File: src/rtl/warp_rr_arbiter.sv
// warp_rr_arbiter: N-way round-robin ready/valid arbiter with a registered output stage.
// Define WARP_ARB_LOCK_EN to let a requester hold exclusive ownership via i_req_lock.
module warp_rr_arbiter #(
  parameter int N = 4,
  parameter int WIDTH = 32,
  parameter int SRCW = $clog2(N)
) (
  input  logic               i_clk,
  input  logic               i_rst_n,
  input  logic [N-1:0]       i_req_valid,
  output logic [N-1:0]       o_req_ready,
  input  logic [N*WIDTH-1:0] i_req_data,
  input  logic [N-1:0]       i_req_lock,
  output logic               o_out_valid,
  input  logic               i_out_ready,
  output logic [WIDTH-1:0]   o_out_data,
  output logic [SRCW-1:0]    o_out_src
);
  logic [SRCW-1:0]  r_ptr;
  logic [SRCW-1:0]  w_sel;
  logic [N-1:0]     w_elig;
  logic             w_any;
  logic             w_can_accept;
  logic             w_accept;
  logic [WIDTH-1:0] w_pay [N];

  for (genvar k = 0; k < N; k++) begin : g_pay
    assign w_pay[k] = i_req_data[k*WIDTH +: WIDTH];
  end

`ifdef WARP_ARB_LOCK_EN
  logic            r_lock_active;
  logic [SRCW-1:0] r_lock_idx;
  assign w_elig = r_lock_active ? i_req_valid & (N'(1) << r_lock_idx) : i_req_valid;
  always_ff @(posedge i_clk or negedge i_rst_n) begin
    if (!i_rst_n) begin
      r_lock_active <= 1'b0;
      r_lock_idx    <= '0;
    end else if (w_accept) begin
      r_lock_active <= i_req_lock[w_sel];
      r_lock_idx    <= w_sel;
    end
  end
`else
  logic w_unused_lock;
  assign w_unused_lock = ^i_req_lock;
  assign w_elig = i_req_valid;
`endif

  // Scan from highest offset down so the lowest offset from r_ptr wins.
  always_comb begin
    w_sel = '0;
    w_any = 1'b0;
    for (int i = N - 1; i >= 0; i--) begin
      if (w_elig[SRCW'((int'(r_ptr) + i) % N)]) begin
        w_sel = SRCW'((int'(r_ptr) + i) % N);
        w_any = 1'b1;
      end
    end
  end

  assign w_can_accept = !o_out_valid || i_out_ready;
  assign w_accept     = i_rst_n && w_any && w_can_accept;
  assign o_req_ready  = w_accept ? N'(1) << w_sel : '0;

  always_ff @(posedge i_clk or negedge i_rst_n) begin
    if (!i_rst_n) begin
      r_ptr       <= '0;
      o_out_valid <= 1'b0;
      o_out_data  <= '0;
      o_out_src   <= '0;
    end else if (w_accept) begin
      r_ptr       <= (w_sel == SRCW'(N - 1)) ? '0 : w_sel + 1'b1;
      o_out_valid <= 1'b1;
      o_out_data  <= w_pay[w_sel];
      o_out_src   <= w_sel;
    end else if (i_out_ready) begin
      o_out_valid <= 1'b0;
    end
  end
endmodule

File: config.mk
export PLATFORM = sky130hd
export DESIGN_NAME = warp_rr_arbiter
export DESIGN_NICKNAME = d
export VERILOG_FILES = /design/src/rtl/warp_rr_arbiter.sv
export SDC_FILE = /design/constraint.sdc
export NUM_CORES = 1
export LEC_CHECK = 0
export ABC_AREA = 1
export CAP_MARGIN = 25
export CELL_PAD_IN_SITES_DETAIL_PLACEMENT = 2
export CELL_PAD_IN_SITES_GLOBAL_PLACEMENT = 2
export CORE_MARGIN = 10
export CORE_UTILIZATION = 19
export CTS_CLUSTER_SIZE = 30
export DETAILED_ROUTE_END_ITERATION = 16
export PLACE_DENSITY = 0.94
export SETUP_SLACK_MARGIN = 0.02
export SLEW_MARGIN = 10
export SYNTH_ARGS = -nofsm -noshare
export SYNTH_HDL_FRONTEND = slang
export SYNTH_SLANG_ARGS = --single-unit
File: constraint.sdc
create_clock -name i_clk -period 4.15 [get_ports i_clk]
set_input_delay 1.245 -clock i_clk [delete_from_list [all_inputs] [get_ports i_clk]]
set_output_delay 1.245 -clock i_clk [all_outputs]
set_load 0.1 [all_outputs]
Yosys cells after proc, flatten, opt, wreduce, memory -nomap -nowiden
Index checks and enable logic that the tools add are counted.
{"block": "word_totals", "regBits": 37}
{"block": "op_classes", "n_addsub": 4, "order_cmp": 5, "eq_ne": 1, "shift": 1, "muxes": 27, "n_bitwise": 1, "reduce_logical": 5}
{"op": "32-bit binary-select mux with 2-bit select", "count": 1}
{"op": "32-bit 2-to-1 mux", "count": 2}
{"op": "2-bit by 4-bit < comparator with 1-bit output (second input constant)", "count": 4}
{"op": "1-bit 2-to-1 mux", "count": 14}
{"op": "2-bit 2-to-1 mux", "count": 5}
{"op": "1-bit binary-select mux with 2-bit select", "count": 4}
{"op": "2-bit by 1-bit adder with 2-bit output (second input constant)", "count": 2}
{"op": "2-bit adder (second input constant)", "count": 2}
{"op": "4-bit 2-to-1 mux", "count": 1}
{"op": "1-bit by 2-bit << shifter with 4-bit output (first input constant)", "count": 1}
{"op": "3-bit >= comparator (second input constant)", "count": 1}
{"op": "2-bit inverter with 3-bit output", "count": 1}
{"op": "2-bit == test (second input constant)", "count": 1}
{"op": "1-bit logical AND", "count": 2}
{"op": "2-bit nonzero test", "count": 1}
{"op": "1-bit logical NOT", "count": 1}
{"op": "1-bit logical OR", "count": 1}

Longest topological paths before layout
{"block": "depth", "word_depth": 12, "depth_mapped": 17, "mapped_depth_nobuf": 14}

Worst setup path after synthesis
Ideal clock, no wire load.
{"block": "synth_path", "kind": "in2out", "startpoint": "in i_req_valid[3]", "endpoint": "out o_req_ready[3]", "arrival_time_ps": 4181, "required_ps": 2905, "path_slack_ps": -1276, "stages": 8, "path_cell_list": "inv_1 > o21ai_2 > nor2_1 > nand3_1 > o211ai_2 > buf_2 > buf_2 > nor3_1"}
{"block": "synth_via", "elab_chain_cells": 10, "word_cells_on_any_way": 24, "classes_between": "shift: 1; mux: 21; reduce/logical: 2"}
{"item": "from (decl)", "line_no": "10", "source": "input logic [N-1:0] i_req_valid,"}
{"item": "1-bit binary-select mux with 2-bit select", "line_no": "55", "source": "if (w_elig[SRCW'((int'(r_ptr) + i) % N)]) begin"}
{"item": "1-bit 2-to-1 mux (implied by the code) (2 in series)", "line_no": "55"}
{"item": "1-bit 2-to-1 mux (4 in series)", "line_no": "55"}
{"item": "1-bit logical AND (2 in series)", "line_no": "63", "source": "assign w_accept = i_rst_n && w_any && w_can_accept;"}
{"item": "4-bit 2-to-1 mux *", "line_no": "64", "source": "assign o_req_ready = w_accept ? N'(1) << w_sel : '0;"}
{"item": "to (decl)", "line_no": "11", "source": "output logic [N-1:0] o_req_ready,"}
Every way passes the cells marked *; elsewhere a longest branch is shown, timed or not. The select of a mux whose other input is x is not followed.

Final worst setup path
{"block": "layout_path", "startpoint": "in i_req_valid[2]", "endpoint": "out o_req_ready[3]"}
The elaborated chain is that of the path after synthesis.

==> key figures <==
Finish
  • Layout overhead on the synthesized area: 78.8%
  • Nets@finish: 826
  • Fillers: 1871
  • Diodes inserted: 0
  • Layout cells sized above 1: 0.115
  • Fin cells: about 900
  • Post-Layout Inst Area: 0.00540 sq mm
  • Commonest non-fill, non-tap cell in the layout: nand2_1
  • Most frequent cells in the layout: nand2_1 (170), clkdlybuf4s50_1 (162), inv_1 (115), nand3_1 (95), dfrtp_1 (37)

Pwr
  • Overall power: 5.16 mW
  • PwrDens: ~960 mW/mm^2
  • Leakage: 2.81 nW
  • Peak VDD IR: approximately 350 uV

Place
  • PortBufs: 173
  • DP HPWL: 12600 um
  • Post-place setup slack: -0.0697 ns
  • Gpl congestion: between 0.7 and 0.8
  • Post-DP Area: 0.00505 sq mm
  • Placed Instances: about 900

Yosys
  • Netlist Area Pre-Place: 0.00302 sq mm
  • Net Count, Synth: around 650
  • XOR/XNOR Fraction of Synth Area: 0
  • Post-synth cell types: 23
  • Seq/Total Area, Yosys: 0.307
  • Synthesized flop and latch total: 37
  • Multiplexer share of the synthesized area: 0
  • Synth Area in Simple Gates: 0.421
  • Synth Area in Adders: 0
  • Syn avg cell area: 5.97 sq um
  • Post-synthesis compound-gate area fraction: 0.0609
  • Largest family of logic cells by synthesized area: simple AND/OR/NAND/NOR gates
  • Synth Warn #: 0
  • Cells after Synth: slightly above 500

Setup path
  • Buffers and inverters on the worst path: 3
  • Largest delay share family, worst path: simple AND/OR/NAND/NOR gates
  • Reg-to-reg startpoint: r_ptr[0]
  • Crit end category: output pin
  • FF-to-FF path depth: 12
  • Worst EP required: ~2.9 ns
  • Crit-path cells: dlymetal6s2s_1 > nand2_1 > o21ai_4 > nand2_1 > nand3_2 > nand2_2 > nand2_2 > nand2_4 > inv_4 > nor3_4 > buf_12
  • Crit-path max FO: 5
  • Levels on crit path: 11
  • Delay of the slowest cell on the worst path: 0.21 ns
  • CP Class: input port to output pin
  • Beginning of the critical path: i_req_valid[2]
  • Slowest library cell on the worst path: buf_12
  • Arr. time, crit path: 2.57 ns
  • Startpoint types: input port

Global routing
  • Initial antenna violation count: 0
  • GRT Util Overall: 0.140
  • First-pass GRT wire length: 24000 um
  • Largest net degree at the start of global routing: 52
  • Global route overflow: 0
  • Vias in the first global route: 4404

Hold path
  • Min-delay src: o_out_data[18]
  • Hold-critical path depth: 2
  • Hold crit path type: flop to flop

STA
  • Normalized max-slew margin: 0.310
  • Worst Tran Pin Value: 1.03 ns
  • Min cycle time layout: between 3 and 4 ns
  • Final hold violation count: 0
  • Skew final: 0.00329 ns
  • Setup violators final: 0
  • Fin. max-slew vios: 0
  • Tcrit/Tclk final: 0.919
  • Fmax: 262 MHz
  • Unrepaired setup endpoints after global routing: no
  • Final WS setup: about 0.33 ns

CTS
  • Total CTS buffers: 5
  • Root buffer cell: clkbuf_16
  • CTS sink count: 37
  • Clock transition at path regs: ~0.06 ns
  • H-tree levels: 2
  • CTS tree: built
  • Clock tree buffer depth: 2
  • Hold buffers post-CTS: 0
  • Clock latency on the worst-skew pair: approximately 0.28 ns

Floorplanning
  • Die Footprint: 0.0213 sq mm
  • Die width: 146 um
  • IO Count: around 180
  • FP Rows: 46
  • Core footprint: between 0.015 and 0.02 sq mm
  • Starting Density: 0.192
  • Die H: 146 um

Run status
  • Status: finished clean

Route
  • Via-to-Cell Ratio: 4.29
  • DRT antenna net count: 0
  • Drt pass-1 iters: 4
  • Via count: 3870
  • DRT iter0 DRCs: between 100 and 150
  • DRC errors left: 0
  • Final WL: ~16000 um
  • Wire per inst: ~17 um

Run
  • Max cap viols: 0
## per-layer routing
layer,track usage,wire (um),vias to the layer above
li1,-,-,1881
met1,0.140,6000,1866
met2,0.274,8340,112
met3,0.0420,950,11
met4,0.0355,243,0
met5,0,0,-
## where the power goes
group,switching [mW],total (mW),internal (mW)
logic,2.91,4.09,1.19
clock network,0.155,0.391,0.236
registers,0.130,0.673,0.543
## what timing repair did
action                                  in CTS  in global routing
endpoints found under the setup margin       4                  4
gates cloned                                 0                  0
resized for setup                            8                 29
pin swaps                                    5                 15
setup buffers                                5                  4
## metrics by stage
| stage | utilization | hold slack, ns | TNS [ns] |
|---|---|---|---|
| floorplan | - | 0.635 | -0.0159 |
| finish | 0.344 | 0.484 | 0 |
| global placement | 0.321 | 0.464 | 0 |
| global route | 0.344 | 0.517 | 0 |
| CTS | 0.335 | 0.488 | 0 |
| detailed placement | 0.321 | 0.472 | -0.129 |
## Yosys cell counts
library cell / instances / share of area
nor2_4: 2 / 0.0075
buf_6: 4 / 0.015
nand3_2: 2 / 0.0066
o211ai_1: 18 / 0.045
clkinv_1: 1 / 0.0012
nor2_1: 4 / 0.0050
buf_4: 5 / 0.012
dfrtp_1: 37 / 0.31
nand2_1: 178 / 0.22
buf_2: 14 / 0.023
o21a_1: 1 / 0.0025
o21ai_2: 1 / 0.0029
buf_1: 1 / 0.0012
inv_2: 4 / 0.0050
o21ai_1: 1 / 0.0017
nand3_4: 1 / 0.0058
nor3_1: 1 / 0.0017
inv_1: 121 / 0.15
o211ai_2: 1 / 0.0041
nand3_1: 101 / 0.17
nand2_2: 3 / 0.0062
clkbuf_1: 2 / 0.0025
o21ai_0: 3 / 0.0050
## worst paths after layout
kind                                   to  slack (ns)
max in group asynchronous    o_out_src[0]        2.66
hold reg to reg            o_out_data[18]        0.48
min in group asynchronous  o_out_data[24]        1.14
setup reg to reg           o_out_data[14]        1.57
hold / removal             o_out_data[18]        0.48
setup / recovery           o_req_ready[3]        0.33
## sequential cells by signal (all words and copies together), names as in the netlist
register,count
o_out_data,32
o_out_valid,1
r_ptr,2
o_out_src,2
## cell families (layout without fill, tap and decap cells)
| family | after synthesis | count (layout) |
|---|---|---|
| AND/OR/NAND/NOR | 292 | 292 |
| buffers and inverters | 152 | 333 |
| flip-flops | 37 | 37 |
| AO/OA/AOI/OAI | 25 | 25 |
## worst register-to-register path, stage by stage, from the launching register on
cell and delay, ns:
dfrtp_1 0.72, inv_2 0.15, nand2_1 0.12, nand2_2 0.08, inv_2 0.07, nand2_2 0.07
nand3_2 0.11, nand3_2 0.12, nand2_4 0.15, buf_4 0.43, nand2_1 0.21, o211ai_1 0.13
nand3_1 0.09
## area by class of cell
type,count,area [sq um],share of cell area
timing repair buffer,200,1990,0.368
multi-input combinational,317,1600,0.296
tap,216,270,0.0501
sequential,37,926,0.171
clock buffer,7,143,0.0264
inverter,126,475,0.0881
(Power assumes the default switching activity.)
